==> src/rtl/serial_add_sub_pkg.sv <==
// Shared definitions for the bit-serial adder/subtractor: state encoding and
// the legal operand width range.
package serial_add_sub_pkg;

    localparam logic ST_IDLE = 1'b0;
    localparam logic ST_RUN  = 1'b1;

    localparam int WIDTH_MIN = 2;
    localparam int WIDTH_MAX = 64;

    typedef enum logic {
        S_IDLE = ST_IDLE,
        S_RUN  = ST_RUN
    } state_e;

endpackage

==> src/rtl/serial_add_sub_if.sv <==
// Operation request / result bus of the bit-serial adder/subtractor.
interface serial_add_sub_if #(
    parameter int WIDTH = 8
);
    // start is taken (with sub/a/b) on a rising edge only while busy=0; done
    // pulses for one cycle when s/cout/ovf have just been updated.
    logic             start;
    logic             sub;
    logic [WIDTH-1:0] a;
    logic [WIDTH-1:0] b;
    logic             busy;
    logic             done;
    logic [WIDTH-1:0] s;
    logic             cout;
    logic             ovf;

    modport master (
        output start, sub, a, b,
        input  busy, done, s, cout, ovf
    );

    modport slave (
        input  start, sub, a, b,
        output busy, done, s, cout, ovf
    );

endinterface

==> src/rtl/fa_cell.sv <==
// One-bit full adder; the only arithmetic element of serial_add_sub.
module fa_cell (
    input  logic a_i,
    input  logic b_i,
    input  logic cin_i,
    output logic s_o,
    output logic c_o
);

    assign s_o = a_i ^ b_i ^ cin_i;
    assign c_o = (a_i & b_i) | (a_i & cin_i) | (b_i & cin_i);

endmodule

==> src/rtl/serial_add_sub.sv <==
// Bit-serial adder/subtractor: one full-adder cell processes one operand bit
// per clock, LSB first, with the carry held in a register between cycles.
module serial_add_sub
    import serial_add_sub_pkg::*;
#(
    parameter int WIDTH = 8
) (
    input  logic                  clk,
    input  logic                  rst,
    serial_add_sub_if.slave       bus,
    output logic                  dbg_state_o
);

    localparam int CW = (WIDTH > 1) ? $clog2(WIDTH) : 1;
    localparam logic [CW-1:0] LAST = CW'(WIDTH - 1);

    if (WIDTH < WIDTH_MIN || WIDTH > WIDTH_MAX) begin : g_width_check
        $error("serial_add_sub: WIDTH out of range");
    end

    state_e           state_q, state_d;
    logic [CW-1:0]    cnt_q, cnt_d;
    logic             carry_q, carry_d;
    logic [WIDTH-1:0] a_q, a_d;
    logic [WIDTH-1:0] b_q, b_d;
    logic [WIDTH-1:0] r_q, r_d;
    logic [WIDTH-1:0] s_q, s_d;
    logic             cout_q, cout_d;
    logic             ovf_q, ovf_d;
    logic             done_q, done_d;
    logic             cell_s;
    logic             cell_c;

    fa_cell u_fa_cell (
        .a_i   (a_q[0]),
        .b_i   (b_q[0]),
        .cin_i (carry_q),
        .s_o   (cell_s),
        .c_o   (cell_c)
    );

    always_comb begin
        state_d = state_q;
        cnt_d   = cnt_q;
        carry_d = carry_q;
        a_d     = a_q;
        b_d     = b_q;
        r_d     = r_q;
        s_d     = s_q;
        cout_d  = cout_q;
        ovf_d   = ovf_q;
        done_d  = 1'b0;
        case (state_q)
            S_IDLE: begin
                if (bus.start) begin
                    // Subtraction is a + ~b + 1: the +1 enters as the initial carry.
                    a_d     = bus.a;
                    b_d     = bus.sub ? ~bus.b : bus.b;
                    carry_d = bus.sub;
                    cnt_d   = '0;
                    r_d     = '0;
                    state_d = S_RUN;
                end
            end
            S_RUN: begin
                a_d            = a_q >> 1;
                b_d            = b_q >> 1;
                carry_d        = cell_c;
                cnt_d          = cnt_q + 1'b1;
                r_d            = r_q >> 1;
                r_d[WIDTH-1]   = cell_s;
                if (cnt_q == LAST) begin
                    // carry_q is the carry into the MSB on this cycle.
                    s_d     = r_d;
                    cout_d  = cell_c;
                    ovf_d   = cell_c ^ carry_q;
                    done_d  = 1'b1;
                    cnt_d   = '0;
                    state_d = S_IDLE;
                end
            end
            default: state_d = S_IDLE;
        endcase
    end

    always_ff @(posedge clk or posedge rst) begin
        if (rst) begin
            state_q <= S_IDLE;
            cnt_q   <= '0;
            carry_q <= 1'b0;
            a_q     <= '0;
            b_q     <= '0;
            r_q     <= '0;
            s_q     <= '0;
            cout_q  <= 1'b0;
            ovf_q   <= 1'b0;
            done_q  <= 1'b0;
        end else begin
            state_q <= state_d;
            cnt_q   <= cnt_d;
            carry_q <= carry_d;
            a_q     <= a_d;
            b_q     <= b_d;
            r_q     <= r_d;
            s_q     <= s_d;
            cout_q  <= cout_d;
            ovf_q   <= ovf_d;
            done_q  <= done_d;
        end
    end

    assign bus.busy    = (state_q == S_RUN);
    assign bus.done    = done_q;
    assign bus.s       = s_q;
    assign bus.cout    = cout_q;
    assign bus.ovf     = ovf_q;
    assign dbg_state_o = state_q;

endmodule

==> src/flat_wrapper.sv <==
// flat-port wrapper written by rule: the top's interface ports become plain ports
module serial_add_sub_flat import serial_add_sub_pkg::*;
#(
    parameter int WIDTH = 8
)
  (clk, rst, dbg_state_o, bus_start, bus_sub, bus_a, bus_b, bus_busy, bus_done, bus_s, bus_cout, bus_ovf);
  serial_add_sub_if #(.WIDTH(WIDTH)) bus_i ();
  input  logic clk;
  input  logic rst;
  output logic dbg_state_o;
  input wire logic [$bits(bus_i.start)-1:0] bus_start;
  input wire logic [$bits(bus_i.sub)-1:0] bus_sub;
  input wire logic [$bits(bus_i.a)-1:0] bus_a;
  input wire logic [$bits(bus_i.b)-1:0] bus_b;
  output wire logic [$bits(bus_i.busy)-1:0] bus_busy;
  output wire logic [$bits(bus_i.done)-1:0] bus_done;
  output wire logic [$bits(bus_i.s)-1:0] bus_s;
  output wire logic [$bits(bus_i.cout)-1:0] bus_cout;
  output wire logic [$bits(bus_i.ovf)-1:0] bus_ovf;
  assign bus_i.start = bus_start;
  assign bus_i.sub = bus_sub;
  assign bus_i.a = bus_a;
  assign bus_i.b = bus_b;
  assign bus_busy = bus_i.busy;
  assign bus_done = bus_i.done;
  assign bus_s = bus_i.s;
  assign bus_cout = bus_i.cout;
  assign bus_ovf = bus_i.ovf;
  serial_add_sub #(.WIDTH(WIDTH)) u_core (.clk(clk), .rst(rst), .bus(bus_i), .dbg_state_o(dbg_state_o));
endmodule
==> config.mk <==
export PLATFORM = sky130hd
export DESIGN_NAME = serial_add_sub_flat
export DESIGN_NICKNAME = d
export VERILOG_FILES = /design/src/rtl/serial_add_sub_pkg.sv /design/src/rtl/serial_add_sub_if.sv /design/src/rtl/fa_cell.sv /design/src/rtl/serial_add_sub.sv /design/src/flat_wrapper.sv
export SDC_FILE = /design/constraint.sdc
export NUM_CORES = 1
export LEC_CHECK = 0
export ABC_CLOCK_PERIOD_IN_PS = 1550
export CORE_UTILIZATION = 46
export DETAILED_ROUTE_END_ITERATION = 7
export GPL_ROUTABILITY_DRIVEN = 1
export HOLD_SLACK_MARGIN = 0.06
export PLACE_DENSITY = 0.74
export SYNTH_ARGS = -nofsm -noshare
export SYNTH_HDL_FRONTEND = slang
export SYNTH_SLANG_ARGS = --single-unit
==> constraint.sdc <==
create_clock -name clk -period 1.55 [get_ports clk]
set_clock_uncertainty 0.05 [all_clocks]
set_input_delay 0.31 -clock clk [delete_from_list [all_inputs] [get_ports clk]]
set_output_delay 0.31 -clock clk [all_outputs]
set_load 0.01 [all_outputs]
==> impl_metrics.env, run 1 <==
export IMPL_status="finished clean"
export IMPL_grt_pass1_vias=1311
export IMPL_final_layout_size_suffix_gt1_share_pct=20.50
export IMPL_slew_violations=0
export IMPL_relSlewSlack_pct=78.31
export IMPL_ys_seq_area_share_pct=54.05
export IMPL_io_pins=33
export IMPL_finalNetCount=222
export IMPL_area_delta_synth_final_pct=30.28
export IMPL_num_vias=1237
export IMPL_cp_top_family="adder cells"
export IMPL_route_detailed_drc=0
export IMPL_start_util_pct=48.59
export IMPL_p_per_area_nw_per_um2=1660
export IMPL_cts_root_buf="clkbuf_8"
export IMPL_leakage_nw=1.127
export IMPL_ctsHoldBuffers=0
export IMPL_crit_required_ns=1.67
export IMPL_wl_mm=3.354
export IMPL_numCtsBuffers=5
export IMPL_dpl_instance_area_um2=2245
export IMPL_clock_latency_ns=0.29
export IMPL_hold_class="in2async"
export IMPL_synth_top_area_share_pct=54.05
export IMPL_synth_warnings=0
export IMPL_met3_usage_pct=4.225
export IMPL_hpwlAfterDp_mm=2.485
export IMPL_fin_util_pct=63.30
export IMPL_slowest_delay_ns=0.39
export IMPL_ctsHtreeMaxLevel=2
export IMPL_antenna_found_initial=0
export IMPL_yosys_area_top_type="dfrtp_1"
export IMPL_antennaDiodeCount=0
export IMPL_start_kind="register"
export IMPL_avgViaCountPerCell=4.988
export IMPL_grtUsageMet2_pct=33.68
export IMPL_routedWlPerCell_um=13.52
export IMPL_core_area_um2=3716
export IMPL_vdd_drop_max_mv=0.9312
export IMPL_timing_final_hold_violations=0
export IMPL_rsz0062_at_grt="yes"
export IMPL_finalSetupViolations=0
export IMPL_clock_sinks=39
export IMPL_ys_top_cells_by_area="dfrtp_1 (54%), mux2_4 (7.5%), nand2_1 (5.2%), mux2i_1 (5.0%), o21ai_0 (3.9%)"
export IMPL_period_minus_slack_ns=1.527
export IMPL_slowest_stage="dfrtp_1"
export IMPL_ant_nets=0
export IMPL_yosys_cell_types_count=24
export IMPL_die_width_um=64.65
export IMPL_port_buffers=32
export IMPL_path_buf_inv=1
export IMPL_place_congestion=0.7065
export IMPL_ys_ff_latch=39
export IMPL_grt_util_met1_pct=22.55
export IMPL_grt_overflow_total=0
export IMPL_dp_cells=238
export IMPL_crit_fanout=6
export IMPL_drt_iter0_drc=46
export IMPL_fin_cells=248
export IMPL_grt_pass1_wl_mm=5.961
export IMPL_arrival_ns=1.65
export IMPL_fmax_ghz=0.6547
export IMPL_clk_path_buf_depth=2
export IMPL_grt_max_degree=40
export IMPL_die_h_um=64.65
export IMPL_period_share_pct=98.54
export IMPL_worst_pin_slew_ns=0.3253
export IMPL_cts_tree="built"
export IMPL_synth_area_um2=1805
export IMPL_fin_total_pwr_mw=3.905
export IMPL_crit_top_cell="ha_1"
export IMPL_rows=22
export IMPL_syn_avg_cell_area_um2=11.57
export IMPL_grtUsageTotal_pct=18.83
export IMPL_cts_clk_slew_worst_paths_ns=0.08
export IMPL_drv_cap=0
export IMPL_synthesis_nets=179
export IMPL_grt_busiest_layer="met2"
export IMPL_crit_type="reg2reg"
export IMPL_synthCells=156
export IMPL_fin_area_um2=2352
export IMPL_drt_pass1_iterations=4
export IMPL_path_cells="ha_1 -> ha_1 -> nand2_1 -> buf_4 -> mux2_4"
export IMPL_end_kind="register"
export IMPL_dieArea_um2=4180
## registers in the layout (all words and copies together), names as in the netlist
| name | flops |
|---|---|
| u_core.bus.s | 8 |
| u_core.bus.done | 1 |
| u_core.carry_q | 1 |
| u_core.bus.busy | 1 |
| u_core.bus.ovf | 1 |
| u_core.a_q | 8 |
| u_core.r_q | 7 |
| u_core.b_q | 8 |
| u_core.cnt_q | 3 |
| u_core.bus.cout | 1 |
## layer usage
| layer | share of wire [%] | wire length [um] |
|---|---|---|
| met1 | 44 | 1486 |
| met2 | 51 | 1714 |
| met3 | 3.8 | 127 |
| met4 | 0.75 | 25 |
| met5 | 0 | 0 |
## worst min-delay path, delay by kind of cell
kind	cells	cell delay [ns]
buf+inv	3	0.73
## what timing repair did
item,4_1_cts,5_1_grt
gates resized for setup,9,5
endpoints found under the setup margin,8,12
setup buffers,2,0
gates cloned,0,0
## final cells by class
cell class | count | area, um^2
multi-input combinational | 103 | 753.2
inverter | 2 | 7.507
timing repair buffer | 48 | 465.4
sequential | 39 | 977.2
clock inverter | 3 | 20.02
fill | 330 | 1364
clock buffer | 5 | 68.82
tap | 48 | 60.06
## final timing paths
path                                  from  cells past startpoint         endpoint  slack (ns)
max in group asynchronous              rst                      3  u_core.bus.busy        0.91
max                        u_core.cnt_q[0]                      5  u_core.bus.s[0]        0.02
max reg2reg                u_core.cnt_q[0]                      5  u_core.bus.s[0]        0.02
min reg2reg                  u_core.a_q[6]                      2    u_core.a_q[5]        0.44
min                                    rst                      3   u_core.bus.ovf        0.33
min in group clk             u_core.a_q[6]                      2    u_core.a_q[5]        0.44
## layout by cell type (no fill, tap or decap), types with 3 or more instances in the layout
cell type	instances
buf_4	14
clkbuf_8	5
clkdlybuf4s50_1	20
dfrtp_1	38
dlygate4sd2_1	8
dlymetal6s2s_1	4
mux2_4	9
mux2i_1	9
nand2_1	25
nand2b_1	11
nor2_1	3
o211ai_1	7
o21ai_0	14
or3b_2	5
xnor2_1	8
## cells by family after synthesis
family | after synthesis | share of synthesized area [%]
simple gates | 46 | 13.03
flops | 39 | 54.05
fa+ha+maj | 3 | 2.495
xor+xnor | 9 | 4.366
compound gates | 26 | 8.594
mux | 19 | 13.10
buf+inv | 14 | 4.366
## Yosys cell counts, drive strengths merged
cell type and count:
dfrtp 39, nand2 25, o21ai 16, nand2b 11, buf 10, mux2 10, mux2i 9, xnor2 8
o211ai 7, or3b 7, nor2 3, clkbuf 2, ha 2, inv 2, a211oi 1, a22o 1
fa 1, o22ai 1, xor2 1
## metrics by stage
stage | setup slack [ns] | TNS, ns | hold WS (ns)
after floorplan | 0.08059 | 0 | 0.4023
after global placement | -0.002050 | -0.003271 | 0.4159
after detailed placement | -0.03303 | -0.1928 | 0.4248
after CTS | 0.002500 | 0 | 0.3406
after global routing | -0.02387 | -0.1093 | 0.3591
final | 0.02263 | 0 | 0.3303
## power breakdown
part	switching (mW)	internal [mW]	leakage [nW]	total (mW)
sequential	0.272	1.45	0.497	1.73
clock	0.360	0.313	0.0402	0.673
combinational	0.652	0.853	0.590	1.50
total	1.28	2.62	1.13	3.91
Note: power is estimated with default switching activity, not from simulation.
==> run 2, diff against run 1 <==
--- a/config.mk
+++ b/config.mk
@@ -10,6 +10,7 @@
 export DETAILED_ROUTE_END_ITERATION = 7
 export GPL_ROUTABILITY_DRIVEN = 1
 export HOLD_SLACK_MARGIN = 0.06
+export MAX_ROUTING_LAYER = met4
 export PLACE_DENSITY = 0.74
 export SYNTH_ARGS = -nofsm -noshare
 export SYNTH_HDL_FRONTEND = slang
==> results of run 2 <==
Final layout, timing and power as in run 1 (identical DEF).
Main changes from that run: final weighted congestion in routability-driven placement 0.7065 -> 0.7144; overall routing resource usage 18.83% -> 19.36%
